File: config.mk
export PLATFORM = sky130hd
export DESIGN_NAME = pe_seq
export DESIGN_NICKNAME = d
export VERILOG_FILES = /design/src/rtl/pe_seq.sv
export SDC_FILE = /design/constraint.sdc
export NUM_CORES = 1
export LEC_CHECK = 0
export CAP_MARGIN = 20
export CORE_MARGIN = 10
export CORE_UTILIZATION = 61
export DETAILED_ROUTE_END_ITERATION = 6
export GPL_ROUTABILITY_DRIVEN = 0
export GPL_TIMING_DRIVEN = 0
export PLACE_DENSITY = 0.83
export SYNTH_ARGS = -nofsm -noshare
export SYNTH_HDL_FRONTEND = slang
export SYNTH_SLANG_ARGS = --single-unit
File: constraint.sdc
create_clock -name clk -period 21.9 [get_ports clk]
set_clock_uncertainty 0.1 [all_clocks]
set_input_delay 6.57 -clock clk [delete_from_list [all_inputs] [get_ports clk]]
set_output_delay 6.57 -clock clk [all_outputs]
set_load 0.01 [all_outputs]
File: src/rtl/pe_seq.sv
// pe_seq: systolic-array PE that owns its weight sequencing.
// Local weight file, start/count FSM, stationary or rotating weights.
module pe_seq #(
   parameter int ACT_BITWIDTH      = 8,
   parameter int WGT_BITWIDTH      = 8,
   parameter int SUM_IN_BITWIDTH   = 32,
   parameter int SUM_OUT_BITWIDTH  = SUM_IN_BITWIDTH,
   parameter int MEM_ADDR_BITWIDTH = 4,
   parameter int CNT_BITWIDTH      = 8,
   parameter     TRUNCATION_MODE   = "MSB"
) (
   input  logic                         clk,
   input  logic                         reset_n,
   input  logic                         w_wr_en,
   input  logic [MEM_ADDR_BITWIDTH-1:0] w_wr_addr,
   input  logic [WGT_BITWIDTH-1:0]      w_wr_data,
   input  logic                         cfg_mode,
   input  logic [MEM_ADDR_BITWIDTH-1:0] cfg_base,
   input  logic [MEM_ADDR_BITWIDTH-1:0] cfg_len,
   input  logic [CNT_BITWIDTH-1:0]      cfg_count,
   input  logic                         seq_start,
   input  logic [ACT_BITWIDTH-1:0]      act_in,
   input  logic                         act_valid_in,
   input  logic [SUM_IN_BITWIDTH-1:0]   sum_in,
   output logic [ACT_BITWIDTH-1:0]      act_out,
   output logic                         act_valid_out,
   output logic [SUM_OUT_BITWIDTH-1:0]  sum_out,
   output logic                         out_valid,
   output logic                         busy,
   output logic                         done
);

   localparam int DEPTH = 2 ** MEM_ADDR_BITWIDTH;
   localparam int IW    = SUM_IN_BITWIDTH + 1;
   localparam int SO    = SUM_OUT_BITWIDTH;

   localparam logic signed [IW-1:0] SAT_MAX =
      {{(IW-SO+1){1'b0}}, {(SO-1){1'b1}}};
   localparam logic signed [IW-1:0] SAT_MIN =
      {{(IW-SO+1){1'b1}}, {(SO-1){1'b0}}};

   localparam logic [CNT_BITWIDTH-1:0] CNT_ONE =
      {{(CNT_BITWIDTH-1){1'b0}}, 1'b1};
   localparam logic [MEM_ADDR_BITWIDTH-1:0] PTR_ONE =
      {{(MEM_ADDR_BITWIDTH-1){1'b0}}, 1'b1};

   typedef enum logic {IDLE, RUN} state_t;

   state_t state;
   state_t state_nxt;

   logic [WGT_BITWIDTH-1:0]      mem [DEPTH];
   logic                         mode_q;
   logic [MEM_ADDR_BITWIDTH-1:0] base_q;
   logic [MEM_ADDR_BITWIDTH-1:0] len_q;
   logic [CNT_BITWIDTH-1:0]      count_q;
   logic [MEM_ADDR_BITWIDTH-1:0] ptr;
   logic [CNT_BITWIDTH-1:0]      beat_cnt;
   logic [WGT_BITWIDTH-1:0]      hold_w;

   logic                         beat;
   logic                         last;
   logic [WGT_BITWIDTH-1:0]      w_sel;
   logic [MEM_ADDR_BITWIDTH-1:0] ptr_end;
   logic signed [IW-1:0]         a_ext;
   logic signed [IW-1:0]         w_ext;
   logic signed [IW-1:0]         s_ext;
   logic signed [IW-1:0]         inter;
   logic [SO-1:0]                sum_fmt;

   // weight file: synchronous write, never reset
   always_ff @(posedge clk) begin
      if (w_wr_en) mem[w_wr_addr] <= w_wr_data;
   end

   // beat qualification and next-state selection
   always_comb begin
      state_nxt = state;
      beat      = (state == RUN) && act_valid_in && !seq_start;
      last      = beat && (beat_cnt == count_q);
      if (seq_start) state_nxt = RUN;
      else if (last) state_nxt = IDLE;
   end

   // state register
   always_ff @(posedge clk or negedge reset_n) begin
      if (!reset_n) state <= IDLE;
      else          state <= state_nxt;
   end

   assign busy    = (state == RUN);
   assign ptr_end = base_q + len_q;
   assign w_sel   = mode_q ? mem[ptr] : hold_w;

   // widened signed MAC; the extra bit keeps it overflow free
   always_comb begin
      a_ext = {{(IW-ACT_BITWIDTH){act_in[ACT_BITWIDTH-1]}}, act_in};
      w_ext = {{(IW-WGT_BITWIDTH){w_sel[WGT_BITWIDTH-1]}}, w_sel};
      s_ext = {sum_in[SUM_IN_BITWIDTH-1], sum_in};
      inter = s_ext + a_ext * w_ext;
   end

   generate
      if (TRUNCATION_MODE == "SAT") begin : g_sat
         // clamp to the signed output range
         always_comb begin
            if (inter > SAT_MAX)      sum_fmt = SAT_MAX[SO-1:0];
            else if (inter < SAT_MIN) sum_fmt = SAT_MIN[SO-1:0];
            else                      sum_fmt = inter[SO-1:0];
         end
      end else begin : g_msb
         // keep the top bits: arithmetic right shift
         always_comb begin
            sum_fmt = SO'(inter >>> (IW - SO));
         end
      end
   endgenerate

   // sequence bookkeeping: cfg latch, pointer, beat counter
   always_ff @(posedge clk or negedge reset_n) begin
      if (!reset_n) begin
         mode_q   <= 1'b0;
         base_q   <= '0;
         len_q    <= '0;
         count_q  <= '0;
         ptr      <= '0;
         beat_cnt <= '0;
         hold_w   <= '0;
      end else if (seq_start) begin
         mode_q   <= cfg_mode;
         base_q   <= cfg_base;
         len_q    <= cfg_len;
         count_q  <= cfg_count;
         ptr      <= cfg_base;
         beat_cnt <= '0;
         hold_w   <= mem[cfg_base];
      end else if (beat) begin
         beat_cnt <= beat_cnt + CNT_ONE;
         if (mode_q) begin
            if (ptr == ptr_end) ptr <= base_q;
            else                ptr <= ptr + PTR_ONE;
         end
      end
   end

   // registered result, activation forwarding and done pulse
   always_ff @(posedge clk or negedge reset_n) begin
      if (!reset_n) begin
         act_out       <= '0;
         act_valid_out <= 1'b0;
         sum_out       <= '0;
         out_valid     <= 1'b0;
         done          <= 1'b0;
      end else begin
         act_out       <= act_in;
         act_valid_out <= act_valid_in;
         out_valid     <= beat;
         done          <= last;
         if (beat) sum_out <= sum_fmt;
      end
   end

endmodule
* Word-level counts from Yosys, hierarchy flattened
Memory sizes are Yosys's and may differ from the RTL's. A register that Yosys moved wholly into a read port is not among the register bits. Index checks and enable logic that the tools add are counted.
Word-level totals: word-level logic and storage cells 40, bits of input ports 74, memories 1, memory bits (writable) 128, register bits after elaboration 73, output and inout port bits 44
Operators by class: multiply operators 1, $add $sub $neg 4, equality and inequality tests 2, muxes and demuxes 11, reduce and logical (&&, ||, !) cells 9
Memory list:
- mem | words 16, bits a word 8, rd ports 2, clocked after memory_dff 1, write ports 1, line 52 | logic [WGT_BITWIDTH-1:0] mem [DEPTH];
Operators with widths (number):
- 32-bit by 16-bit adder with 33-bit output | 1
- 8-bit two-way mux | 3
- 8-bit by 8-bit multiplier with 16-bit output | 1
- 4-bit two-way mux | 4
- 8-bit by 1-bit adder with 8-bit output (second input constant) | 1
- 8-bit == test | 1
- 2-bit nonzero test | 3
- 4-bit by 1-bit adder with 4-bit output (second input constant) | 1
- 4-bit adder | 1
- 4-bit == test | 1
- 1-bit two-way mux | 4
- 1-bit logical AND | 3
- 1-bit zero test | 2
- 2-bit AND reduction | 1

* Longest topological paths before layout
Gate-level depths: netlist of run 1.
word-level depth 6, mapped depth 26

* Worst setup path after synthesis of run 1
No wires, ideal clock.
path kind input port to flip-flop, from in act_in[7], to reg sum_out[27], data arrival time 11493 ps, buffers on the path 0, stages on the path 15, library setup time 136 ps, slack 10171 ps, path through and2_1 -> fa_1 -> fa_1 -> fa_1 -> fa_1 -> ha_1 -> ha_1 -> a21o_1 -> a21o_1 -> a31o_2 -> a31o_2 -> a21oi_1 -> a31oi_1 -> xnor2_1 -> o21ai_0
Between the ends: longest elaborated chain between the ends 2
RTL lines:
- from (decl) | line 22 | input logic [ACT_BITWIDTH-1:0] act_in,
- 8-bit by 8-bit multiplier with 16-bit output | line 100 | inter = s_ext + a_ext * w_ext;
- 32-bit by 16-bit adder with 33-bit output | line 100
- to (signal assigned) | line 159 | if (beat) sum_out <= sum_fmt;
- to (decl) | line 27 | output logic [SUM_OUT_BITWIDTH-1:0] sum_out,
Every way passes these cells. A chain may end at the register's enable or synchronous reset.

* Worst setup path after layout of run 1
Same ends and word-level chain as after synthesis.

==> flow_metrics.tcl, run 1 <==
set metrics [dict create \
    ys_ff_latch 209 \
    drt_wl_total_mm 36.37 \
    finalSetupViolCount 0 \
    clock-sinks 209 \
    h-tree-depth 1 \
    core_area_um2 23680 \
    slowest_delay_ns 0.86 \
    drv_slew 0 \
    start_util_pct 62.37 \
    drive_above_1_share_pct 12.91 \
    ios 118 \
    synth_top_area_share_pct 26.02 \
    synth_top_cell_by_area "edfxtp_1" \
    die_area_um2 30840 \
    post-route-period-util_pct 58.12 \
    crit_top_cell "fa_1" \
    synth_ff_type "edfxtp_1" \
    fin_crit_ns 12.73 \
    synth_area_um2 14770 \
    hp-class "reg2reg" \
    drt_iter0_drc 1102 \
    yosys-top-cells-area "edfxtp_1, fa_1, dfrtp_1" \
    wl_per_cell_um 23.33 \
    hold_viol 0 \
    clk_pin_slew_ns 0.06 \
    fmax_mhz 78.56 \
    groute.usage.overall_pct 23.98 \
    port_buffers 112 \
    dp_slack_ns 8.785 \
    avgSynthCellArea_um2 13.63 \
    ctsRootBufferMaster "clkbuf_16" \
    hold_slack_ns 0.4022 \
    fin_nets 1514 \
    numCtsBuffers 22 \
    fp.dieH_um 175.6 \
    post-route-drc-count 0 \
    rrSetupSlack_ns 13.43 \
    cp_cell_sequence "clkdlybuf4s50_1, nor2b_1, inv_1, fa_1, fa_1, inv_1, fa_1, fa_1, ha_1, ha_1, a211oi_1, nor2_1, o41ai_1, nor2_1, a21oi_1, a31oi_1, xnor2_1, o21ai_0" \
    cts_tree "yes" \
    worst-path-buf-inv 3 \
    synth.net_count 1375 \
    fin_tns_setup_ns 0 \
    firstDrtPassIters 5 \
    cp_max_fo 14 \
    grt_pass1_vias 10280 \
    grt_setup_unrepaired "no" \
    tightest_slew_ns 1.162 \
    cp-start-kind "input port" \
    area_delta_synth_final_pct 15.82 \
    fp-row-count 56 \
    synth-async-reset-ratio_pct 38.76 \
    post-cts-setup-buffers 0 \
    via_count 9701 \
    grt-ovfl-total 0 \
    yosysWarnings 0 \
    postRouteAntennaNets 0 \
    cap_violations 0 \
    cts_resized 0 \
    required_ns 22.20 \
    worstSetupPathType "in2reg" \
    vias_per_cell 6.223 \
    ys_seq_area_share_pct 39.75 \
    antenna_found_initial 1 \
    hpwl_mm 26.81 \
    status "completed" \
    ys_types 52 \
    die_w_um 175.6 \
    critPathCaptureType "register" \
    synth_cells 1084 \
    grt_pass1_wl_mm 58.22 \
    grt_max_degree 62 \
    synth-edff-count 128 \
    cts_buffer_depth 3 \
    cp_top_family "adder cells" \
    setup_ws_ns 9.171 \
    clkLatencyLatePin_ns 0.51 \
    relSlewSlack_pct 22.22 \
    cpMaxStageDelayCell "fa_1" \
    hold_buffers 0 \
    final_util_pct 72.23 \
    arrival_ns 13.03 \
]
-- logic make-up after synthesis --
| family | count (synthesis) | synth area share, % |
|---|---|---|
| simple gates | 224 | 7.327 |
| xor+xnor | 50 | 2.965 |
| flops | 209 | 39.75 |
| compound gates | 132 | 5.328 |
| mux | 113 | 15.31 |
| fa+ha+maj | 217 | 25.55 |
| buf+inv | 139 | 3.778 |
-- worst register-to-register path, cell delays in order, from the launching register on --
cell and delay (ns):
dfrtp_1 0.35, clkbuf_1 0.44, buf_1 0.60, mux4_2 0.46, mux4_2 0.53, mux2i_4 0.31
nand2b_1 0.24, fa_1 0.55, fa_1 0.86, inv_1 0.45, fa_1 0.65, fa_1 0.43
ha_1 0.29, ha_1 0.34, a211oi_1 0.28, nor2_1 0.11, o41ai_1 0.36, nor2_1 0.08
a21oi_1 0.40, a31oi_1 0.18, xnor2_1 0.15, o21ai_0 0.22
-- area by class of cell --
cell class,count,area [um2]
Multi-Input combinational cell,736,8357
Clock buffer,34,646.9
Sequential cell,209,5871
Fill cell,1551,6576
Antenna cell,1,2.502
Tap cell,319,399.1
Buffer,35,167.7
Inverter,104,390.4
Clock inverter,6,91.34
Timing Repair Buffer,115,1181
-- layer usage --
layer	track usage, %	wire length (um)	vias up
met2	40.72	18670	450
met5	0	0	-
met1	30.65	13880	5043
met3	5.855	3062	69
met4	5.298	752	0
li1	-	-	4139
-- flip-flops by register name, indices dropped and copies added (netlist names) --
register	cells
hold_w	8
out_valid	1
mode_q	1
act_out	8
ptr	4
mem	128
busy	1
count_q	8
base_q	4
beat_cnt	8
act_valid_out	1
sum_out	32
len_q	4
done	1
-- path summary, 6_finish.rpt --
path                                  start     endpoint  depth (start not counted)
worst min register to register  sum_out[22]  sum_out[22]                          2
min in group asynchronous           reset_n     len_q[3]                          1
worst min-delay path            sum_out[22]  sum_out[22]                          2
worst max-delay path              act_in[7]  sum_out[27]                         18
max in group asynchronous           reset_n  sum_out[22]                          2
worst max register to register       ptr[1]  sum_out[27]                         21
-- metrics by stage --
stage / cells / cell area (um2)
after floorplan: 1084 / 14770
after global placement: 1515 / 16290
after detailed placement: 1518 / 16370
after CTS: 1558 / 17100
after global routing: 1558 / 17100
final: 1559 / 17110
-- cells in the final DEF (no fill, tap or decap), types with 23 or more instances in the layout --
master           Yosys  routed
a21oi_1             30      30
clkbuf_1            22      30
clkbuf_16            0      23
clkdlybuf4s50_1      0     111
dfrtp_1             81      81
edfxtp_1           128     128
fa_1               141     141
ha_1                76      76
inv_1              104     104
mux2_2              24      24
mux4_2              75      75
nand2_1             75      75
nor2_1              48      48
nor2b_1             38      38
o21ai_0             57      57
xnor2_1             27      27
xor2_1              23      23
-- Yosys cell counts (6+ instances only) --
| master | instances |
|---|---|
| nand2b_1 | 11 |
| and2_1 | 7 |
| inv_1 | 104 |
| nand2_1 | 75 |
| clkbuf_1 | 22 |
| mux4_2 | 75 |
| nand4_1 | 8 |
| nor2b_1 | 38 |
| fa_1 | 141 |
| nor2_1 | 48 |
| xnor2_1 | 27 |
| nor3_1 | 8 |
| edfxtp_1 | 128 |
| a21oi_1 | 30 |
| mux2i_4 | 6 |
| a211oi_1 | 6 |
| o21ai_0 | 57 |
| nand3_1 | 13 |
| dfrtp_1 | 81 |
| ha_1 | 76 |
| mux2_2 | 24 |
| xor2_1 | 23 |
| a21o_1 | 10 |
Power of run 1 is left out: the tool's default activity adds up to more than one toggle a clock period on the data nets, which glitch-free logic cannot reach.
==> run 2: changes to the inputs <==
Settings changed: CORE_UTILIZATION 61 to 60, PLACE_DENSITY 0.83 to 0.82.
Clock period 21.9 ns to 12.2 ns, I/O delays scaled along.
==> run 2 against run 1 <==
Net effect: global-route usage about the same; sequential share of layout area about the same; flip-flop and latch count unchanged; first-iteration DRC count decreased by 18%; core utilization decreased by 1.6 points; critical path type unchanged; critical endpoint is now sum_out[26].
==> flow_metrics.tcl, run 2 (synthesis results as in run 1) <==
set metrics [dict create \
    drive_above_1_share_pct 13.20 \
    core_area_um2 24250 \
    drt_wl_total_mm 36.49 \
    holdPathStages 2 \
    dp_slack_ns 2.036 \
    largest_reg_flops 128 \
    r2r-end "sum_out[27]" \
    cap_violations 0 \
    crit_top_cell "fa_1" \
    port_buffers 112 \
    critPathCaptureType "register" \
    fin_crit_ns 9.659 \
    grt_max_degree 42 \
    relSlewSlack_pct 20.92 \
    cp_max_fo 25 \
    fp.dieH_um 176.9 \
    vias_per_cell 6.158 \
    hold_path_end "sum_out[6]" \
    instances_no_fill 1566 \
    ctsRootBufferMaster "clkbuf_16" \
    grt_pass1_wl_mm 58.25 \
    hp-class "reg2reg" \
    start_util_pct 60.91 \
    cts_tree "yes" \
    clkLatencyLatePin_ns 0.54 \
    cp-start-kind "input port" \
    grt_pass1_vias 10510 \
    place_inst 1525 \
    h-tree-depth 1 \
    ff2ff_path_depth 21 \
    most-common-layout-cells "fa_1, edfxtp_1, clkdlybuf4s50_1" \
    post-route-drc-count 0 \
    die_area_um2 31290 \
    hold_viol 0 \
    post-route-period-util_pct 79.17 \
    status "completed" \
    firstDrtPassIters 5 \
    cp_cell_sequence "clkdlybuf4s50_1, and2_4, inv_1, fa_1, inv_1, fa_1, fa_1, fa_1, fa_1, ha_1, o21ai_0, o21ai_0, and4_1, a211oi_1, o21ai_0, o21a_1, xnor2_1, o21ai_0" \
    clk_pin_slew_ns 0.06 \
    hpwl_mm 27.09 \
    postRouteAntennaNets 0 \
    finalSetupViolCount 0 \
    hp-start "sum_out[6]" \
    drv_slew 0 \
    area_delta_synth_final_pct 15.92 \
    setup_ws_ns 2.541 \
    hold_buffers 0 \
    via_count 9644 \
    r2r_start "ptr[1]" \
    ios 118 \
    die_w_um 176.9 \
    antenna_found_initial 0 \
    rrSetupSlack_ns 3.92 \
    reg_top3 "mem: 128 flops, sum_out: 32 flops" \
    worstSetupPathType "in2reg" \
    clock-sinks 209 \
    fmax_mhz 103.5 \
    tightest_slew_ns 1.182 \
    slowest_delay_ns 0.74 \
    n_antenna_cell 0 \
    fin_tns_setup_ns 0 \
    largest-register "mem" \
    cts_buffer_depth 3 \
    grt-ovfl-total 0 \
    cts_resized 0 \
    post-cts-setup-buffers 0 \
    drt_iter0_drc 901 \
    arrival_ns 9.95 \
    fp-row-count 57 \
    grt_setup_unrepaired "no" \
    fin_nets 1518 \
    layout_commonest_cell "fa_1" \
    required_ns 12.49 \
    wl_per_cell_um 23.30 \
    crit_start "act_in[7]" \
    groute.usage.overall_pct 23.95 \
    cpMaxStageDelayCell "clkdlybuf4s50_1" \
    numCtsBuffers 22 \
]
run 2: cell count changes in the layout (fill, tap and decap cells not counted), sizes merged:
cell	change
bufinv	+1
clkinvlp	+2
clkinv	+4
inv	+1
clkbuf	-9
buf	+4
diode	-1
run 2: layout make-up:
| cell class | instances | area (um2) |
|---|---|---|
| sequential | 209 | 5871 |
| fill | 1617 | 7127 |
| multi-input combinational | 736 | 8352 |
| inverter | 104 | 390.4 |
| clock buffer | 25 | 561.8 |
| timing repair buffer | 119 | 1199 |
| buffer | 35 | 167.7 |
| tap | 324 | 405.4 |
| clock inverter | 14 | 175.2 |
run 2: per-stage QoR:
stage	instance area [um2]	hold WS, ns	utilization [%]
floorplan	14770	0.3767	-
global placement	16300	0.3644	67.21
detailed placement	16360	0.3718	67.48
CTS	17100	0.3847	70.52
global route	17120	0.4097	70.61
finish	17120	0.3809	70.61
run 2: layer usage:
metal  routed length, um  track usage [%]  up-vias
met2               18470            40.93      511
li1                    -                -     4144
met4                1066            6.900        0
met3                2967            3.990       79
met5                   0                0        -
met1               13980            31.03     4910
run 2: worst max-delay path by stage:
stage                       end  slack (ns)  cells past startpoint
global placement    sum_out[26]        1.87                     16
CTS                 sum_out[27]        2.57                     18
floorplan           sum_out[27]        3.38                     15
detailed placement  sum_out[27]        2.04                     18
finish              sum_out[26]        2.54                     18
global route        sum_out[31]        2.13                     18
run 2: critical path: cells and delay by family:
kind	cells	cell delay [ns]
AO/OA/AOI/OAI	6	1.54
AND/OR/NAND/NOR	2	0.86
XOR/XNOR	1	0.15
buffers and inverters	3	0.92
adder cells (fa/ha/maj)	6	2.82
Power of run 2 is left out for the same reason.
==> RTL change 1 (settings of run 2) <==
`SUM_IN_BITWIDTH`: 32 -> 64.
--- a/src/rtl/pe_seq.sv
+++ b/src/rtl/pe_seq.sv
@@ -4,5 +4,5 @@
    parameter int ACT_BITWIDTH      = 8,
    parameter int WGT_BITWIDTH      = 8,
-   parameter int SUM_IN_BITWIDTH   = 32,
+   parameter int SUM_IN_BITWIDTH   = 64,
    parameter int SUM_OUT_BITWIDTH  = SUM_IN_BITWIDTH,
    parameter int MEM_ADDR_BITWIDTH = 4,
Ports: changed (resized sum_in and sum_out); port bits go from 118 to 182. No check against the original RTL was run, so the function may have changed too.
==> RTL change 1 against run 2 <==
The flow now finishes with violations (design-rule violations). Non-clock buffer count up 100. Core utilization increased by 0.34 points. Final area rose by 43%. Sequential cell count is 32 higher. Setup slack worse by 930 ps. Routed wire length is 49% higher. Synthesized area rose by 43%. Critical path type unchanged. Critical endpoint is now sum_out[55]$_DFFE_PN0P_. Highest routed layer is now met5.
Power is not shown: default switching activity piles up to over one toggle a cycle in this logic, so the estimate is an artifact.
==> RTL change 1: results (changes against run 2) <==
Global routing:
- The via count of the first global-routing pass came to 16040 (+53%).
- The global-route wire length before repair is 88460 um (+52%).
- The total global routing track utilization came to 0.2537 (+0.01420).
- The number of antenna violations at the first check in global routing came to 5 (+5).
- The largest net degree at the start of global routing is 59 (+40%).

Clock tree:
- The number of cells upsized or downsized after cts was 0 (unchanged).
- The clock transition at the registers of the reported paths is 60 ps (about the same).
- The number of setup buffers added after CTS came to 0 (unchanged).
- The insertion delay to the later sink of the worst-skew pair is 560 ps (+20 ps).
- The number of buffers inserted during clock tree synthesis is 28 (+27%).
- CTS placed an instance of sky130_fd_sc_hd__clkbuf_16 at the clock tree root.
- The buffer levels on the longest clock path is 3 (unchanged).

Worst setup path:
- The highest net fanout along the worst path is 22 (-12%).
- The arrival time at the worst endpoint came to 10910 ps (+960 ps).

Synth:
- The synthesized netlist net count is 2217 (+61%).
- The compound-cell area share of the yosys netlist is 0.08476 (+0.03148).
- The count of flip-flops with a built-in enable after synthesis came to 128 (unchanged).
- The number of instances in the synthesized netlist is 1702 (+57%).
- The number of warnings reported in the yosys synthesis log is 0 (unchanged).
- The adder-cell area share of the yosys netlist is 0.3379 (+0.08237).
- The share of synthesized flip-flops with an asynchronous set or reset is 0.4689 (+0.08132).
- The parity-gate share of the synthesized area counting xor and xnor cells is 0.03275 (+0.003106).
- The most used flip-flop cell after synthesis is sky130_fd_sc_hd__edfxtp_1.
- The number of distinct library cells after synthesis is 77 (+48%).
- The commonest cells after synthesis are 269 x sky130_fd_sc_hd__fa_1, 140 x sky130_fd_sc_hd__ha_1, 136 x sky130_fd_sc_hd__nand2_1.
- The mux share of post-synthesis cell area is 0.1037 (-0.04936).
- The sequential share of the synthesized area is 0.3158 (-0.08164).
- Yosys attributes the largest share of cell area to sky130_fd_sc_hd__fa_1 25%, sky130_fd_sc_hd__edfxtp_1 18%, sky130_fd_sc_hd__dfrtp_1 13%, sky130_fd_sc_hd__mux4_2 8.5%, sky130_fd_sc_hd__ha_1 8.3%.

Routing:
- The residual DRC count was 5 (+5).
- The per-cell routed wire length is 22.71 um (-2.5%).
- The first-pass iteration count of the detailed router was 7 (+2).
- The via count came to 15020 (+56%).
- The via density per instance came to 6.267 (+1.8%).
- The initial DRC count is 1215 (+35%).

Finish:
- The fraction of layout instances using a drive strength above 1 is 0.1124 (-0.01962).
- The largest registers in the layout are mem: 128 flops, sum_out: 64 flops.
- Ranked by flip-flop count, first place goes to mem.
- The fill cell instance count of the final layout came to 2356 (+46%).
- The number of nets in the finished design is 2432 (+60%).

Hold path:
- The tightest min-delay check is of the reg2reg type.

Run status:
- The flow ran to the end, but the final reports show violations.
- The final reports fail on design-rule violations.

Place:
- The total of buffers placed on input and output ports came to 176 (+57%).
- The area after detailed placement is 23610 sq um (+44%).
- The count of placed standard cells including taps was 2340 (+53%).
- The detailed-placement wirelength estimate came to 42480 um (+57%).

Timing:
- The transition time of the tightest slew-check pin was 1098 ps (-83.60 ps).
RTL change 1: area by class of cell:
type	count	area, sq um	area share
diodes	3	7.507	0.0003056
plain buffers	69	316.6	0.01289
clock buffers	37	774.5	0.03153
clock inverters	15	157.7	0.006417
inverters	133	499.2	0.02032
multi-input cells	1259	13650	0.5557
flip-flops and latches	241	6671	0.2716
well taps	455	569.3	0.02317
repair buffers	185	1919	0.07813
RTL change 1: per-layer routing:
layer,global-route usage,up-vias,routed length [um]
met5,0,-,13
met4,0.07945,2,1884
met3,0.05355,134,4842
met2,0.4132,768,26330
met1,0.3357,7661,21360
li1,-,6457,-
RTL change 1: logic make-up after synthesis:
group | Yosys count
XOR/XNOR | 79
AO/OA/AOI/OAI | 283
flip-flops | 241
adder cells (fa/ha/maj) | 409
AND/OR/NAND/NOR | 373
multiplexers | 115
buffers and inverters | 202
RTL change 1: final timing paths:
path	slack, ps	cells past startpoint	endpoint	start
hold reg to reg	380	2	sum_out[9]$_DFFE_PN0P_	sum_out[9]$_DFFE_PN0P_
setup / recovery	1620	20	sum_out[55]$_DFFE_PN0P_	act_in[7]
setup reg to reg	2570	23	sum_out[55]$_DFFE_PN0P_	ptr[1]$_DFFE_PN0P_
max in group asynchronous	8300	2	sum_out[28]$_DFFE_PN0P_	reset_n
min in group asynchronous	2960	1	base_q[3]$_DFFE_PN0P_	reset_n
hold / removal	380	2	sum_out[9]$_DFFE_PN0P_	sum_out[9]$_DFFE_PN0P_
RTL change 1: stage by stage:
stage	TNS (ps)	worst slack (ps)
after floorplan	0	1186
after global placement	-20520	-928.3
after detailed placement	0	1166
after CTS	0	1692
after global routing	0	1273
final	0	1615
RTL change 1: worst max-delay path, stage by stage:
cell	delay [ps]
sky130_fd_sc_hd__clkdlybuf4s50_1	680
sky130_fd_sc_hd__nor2b_1	250
sky130_fd_sc_hd__inv_1	90
sky130_fd_sc_hd__fa_1	600
sky130_fd_sc_hd__fa_1	1040
sky130_fd_sc_hd__inv_2	480
sky130_fd_sc_hd__fa_1	660
sky130_fd_sc_hd__fa_1	430
sky130_fd_sc_hd__ha_1	300
sky130_fd_sc_hd__ha_1	270
sky130_fd_sc_hd__buf_2	180
sky130_fd_sc_hd__and3_1	200
sky130_fd_sc_hd__and2_1	210
sky130_fd_sc_hd__nand3_1	90
sky130_fd_sc_hd__a211oi_1	290
sky130_fd_sc_hd__nor2_1	130
sky130_fd_sc_hd__o31ai_1	670
sky130_fd_sc_hd__a21boi_0	240
sky130_fd_sc_hd__xor2_1	280
sky130_fd_sc_hd__o21ai_0	120
==> RTL change 2 (settings of run 2) <==
Made on the original files. Reset style: synchronous (`reset_n`), changed in 3 clocked blocks.
--- a/src/rtl/pe_seq.sv
+++ b/src/rtl/pe_seq.sv
@@ -84,5 +84,5 @@
 
    // state register
-   always_ff @(posedge clk or negedge reset_n) begin
+   always_ff @(posedge clk) begin
       if (!reset_n) state <= IDLE;
       else          state <= state_nxt;
@@ -118,5 +118,5 @@
 
    // sequence bookkeeping: cfg latch, pointer, beat counter
-   always_ff @(posedge clk or negedge reset_n) begin
+   always_ff @(posedge clk) begin
       if (!reset_n) begin
          mode_q   <= 1'b0;
@@ -145,5 +145,5 @@
 
    // registered result, activation forwarding and done pulse
-   always_ff @(posedge clk or negedge reset_n) begin
+   always_ff @(posedge clk) begin
       if (!reset_n) begin
          act_out       <= '0;
Function: changed (Yosys sat finds a counterexample within 4 cycles, from zero or initial values and one cycle with reset_n low; the reset may be asserted at any time).
==> RTL change 2 against run 2 <==
First-iteration DRC count is 4.9% lower. Routed wire length increased by 0.78%. Critical endpoint is now sum_out[31]$_SDFFE_PN0P_. Final area fell by 1.1%. Critical path type unchanged. Sequential share of layout area fell by 1.6 points. Setup slack got worse by 5.1 ps. Sequential cell count rose by 4. Register-to-register slack better by 120 ps. Synthesized area fell by 1.1%. Fmax about the same. Final cell count grew 2.7%.
Power is left out: it rests on default switching activity, and per cell area and clock period it moved more than threefold.
==> RTL change 2: results (changes against run 2) <==
Clock tree:
- The buffer levels on the longest clock path is 3 (unchanged).
- The cts-stage hold buffer count is 0 (unchanged).
- The number of setup buffers added after CTS is 0 (unchanged).
- The number of buffers inserted during clock tree synthesis is 24 (+9.1%).

Synth:
- The sequential share of the synthesized area is 0.3795 (-0.01801).
- In the post-synthesis netlist, the biggest area contributors are sky130_fd_sc_hd__edfxtp_1 26%, sky130_fd_sc_hd__fa_1 19%, sky130_fd_sc_hd__mux4_2 12%, sky130_fd_sc_hd__dfxtp_1 12%, sky130_fd_sc_hd__ha_1 6.5%.
- The number of warnings reported in the yosys synthesis log was 0 (unchanged).
- The number of instances in the synthesized netlist is 1125 (+3.8%).
- After synthesis, the most frequently instantiated cells are 141 x sky130_fd_sc_hd__fa_1, 128 x sky130_fd_sc_hd__edfxtp_1, 100 x sky130_fd_sc_hd__inv_1.
- The number of distinct library cells after synthesis is 59 (+13%).
- The share of synthesized flip-flops with an asynchronous set or reset was 0 (-0.3876).
- The synthesized netlist net count was 1416 (+3.0%).

Routing:
- The via count is 9897 (+2.6%).
- The initial DRC count is 857 (-4.9%).
- The first-pass iteration count of the detailed router is 7 (+2).
- The per-cell routed wire length was 22.87 um (-1.9%).

Global routing:
- The global-route wire length before repair is 58970 um (+1.2%).
- The number of antenna violations at the first check in global routing was 1 (+1).
- The via count of the first global-routing pass came to 10650 (+1.3%).
- The total global routing track utilization is 0.2414 (+0.001925).
- The largest net degree at the start of global routing was 26 (-38%).

Place:
- The detailed-placement wirelength estimate is 27320 um (+0.84%).
- The worst setup slack before clock tree synthesis came to 2124 ps (+88.14 ps).
- The area after detailed placement was 16190 sq um (-1.1%).

Finish:
- The post-route non-filler standard cell count is 1608 (+2.7%).
- The fraction of layout instances using a drive strength above 1 is 0.1137 (-0.01834).

Worst setup path:
- The highest net fanout along the worst path came to 14 (-44%).
- The arrival time at the worst endpoint was 9950 ps (about the same).

Run status:
- The run finished with clean final reports.

Timing:
- The transition time of the tightest slew-check pin is 1099 ps (-83.16 ps).
## RTL change 2: cell count changes in the layout (fill, tap and decap cells not counted), sizes merged, moves of 6 or more
cell,change
xor2,-7
and2,+7
dfrtp,-81
nand2,-10
a21oi,+17
nand3,+6
dfxtp,+85
nor2,+26
mux2i,+26
o21ai,-39
mux2,-23
## RTL change 2: layout make-up
cell class                 count  area (sq um)
inverter                     103         386.6
timing repair buffer         116          1174
sequential                   213          5545
clock buffer                  29         619.3
buffer                        41         171.4
clock inverter                14         118.9
tap                          324         405.4
fill                        1613          7236
multi-input combinational    768          8521
## RTL change 2: worst max-delay path: stages
cell                              delay (ps)
sky130_fd_sc_hd__clkdlybuf4s50_1         680
sky130_fd_sc_hd__nor2b_1                 250
sky130_fd_sc_hd__inv_1                    90
sky130_fd_sc_hd__fa_1                    610
sky130_fd_sc_hd__fa_1                    630
sky130_fd_sc_hd__inv_1                   660
sky130_fd_sc_hd__fa_1                    570
sky130_fd_sc_hd__fa_1                    470
sky130_fd_sc_hd__ha_1                    290
sky130_fd_sc_hd__ha_1                    270
sky130_fd_sc_hd__clkbuf_1                320
sky130_fd_sc_hd__o21a_1                  190
sky130_fd_sc_hd__nor2_1                   40
sky130_fd_sc_hd__o211ai_1                210
sky130_fd_sc_hd__a41oi_1                 140
sky130_fd_sc_hd__a31o_2                  260
sky130_fd_sc_hd__o21ai_1                 310
sky130_fd_sc_hd__a2111o_1                220
sky130_fd_sc_hd__o211ai_1                 80
## RTL change 2: layer usage
| metal | up-vias | track usage | part of all wire | wire length [um] |
|---|---|---|---|---|
| li1 | 4295 | - | - | - |
| met1 | 5019 | 0.3019 | 0.38 | 13870 |
| met2 | 492 | 0.4215 | 0.51 | 18930 |
| met3 | 89 | 0.03823 | 0.078 | 2880 |
| met4 | 2 | 0.07806 | 0.029 | 1079 |
| met5 | - | 0 | 0.00022 | 8 |
## RTL change 2: path summary, 6_finish.rpt
| check | slack [ps] | end | startpoint | cells past startpoint |
|---|---|---|---|---|
| worst min register to register | 360 | sum_out[1]$_SDFFE_PN0P_ | sum_out[1]$_SDFFE_PN0P_ | 2 |
| worst max-delay path | 2540 | sum_out[31]$_SDFFE_PN0P_ | act_in[7] | 19 |
| worst max register to register | 4040 | sum_out[31]$_SDFFE_PN0P_ | flop | 22 |
| worst min-delay path | 360 | sum_out[1]$_SDFFE_PN0P_ | sum_out[1]$_SDFFE_PN0P_ | 2 |
## RTL change 2: cells by family (layout without fill, tap and decap cells)
family                   after synthesis  count (layout)  synth area share
buffers and inverters                144             303           0.03818
XOR/XNOR                              46              46           0.02757
flip-flops                           213             213            0.3795
multiplexers                         116             116            0.1535
AO/OA/AOI/OAI                        130             130           0.05736
AND/OR/NAND/NOR                      259             259           0.08570
adder cells (fa/ha/maj)              217             217            0.2582
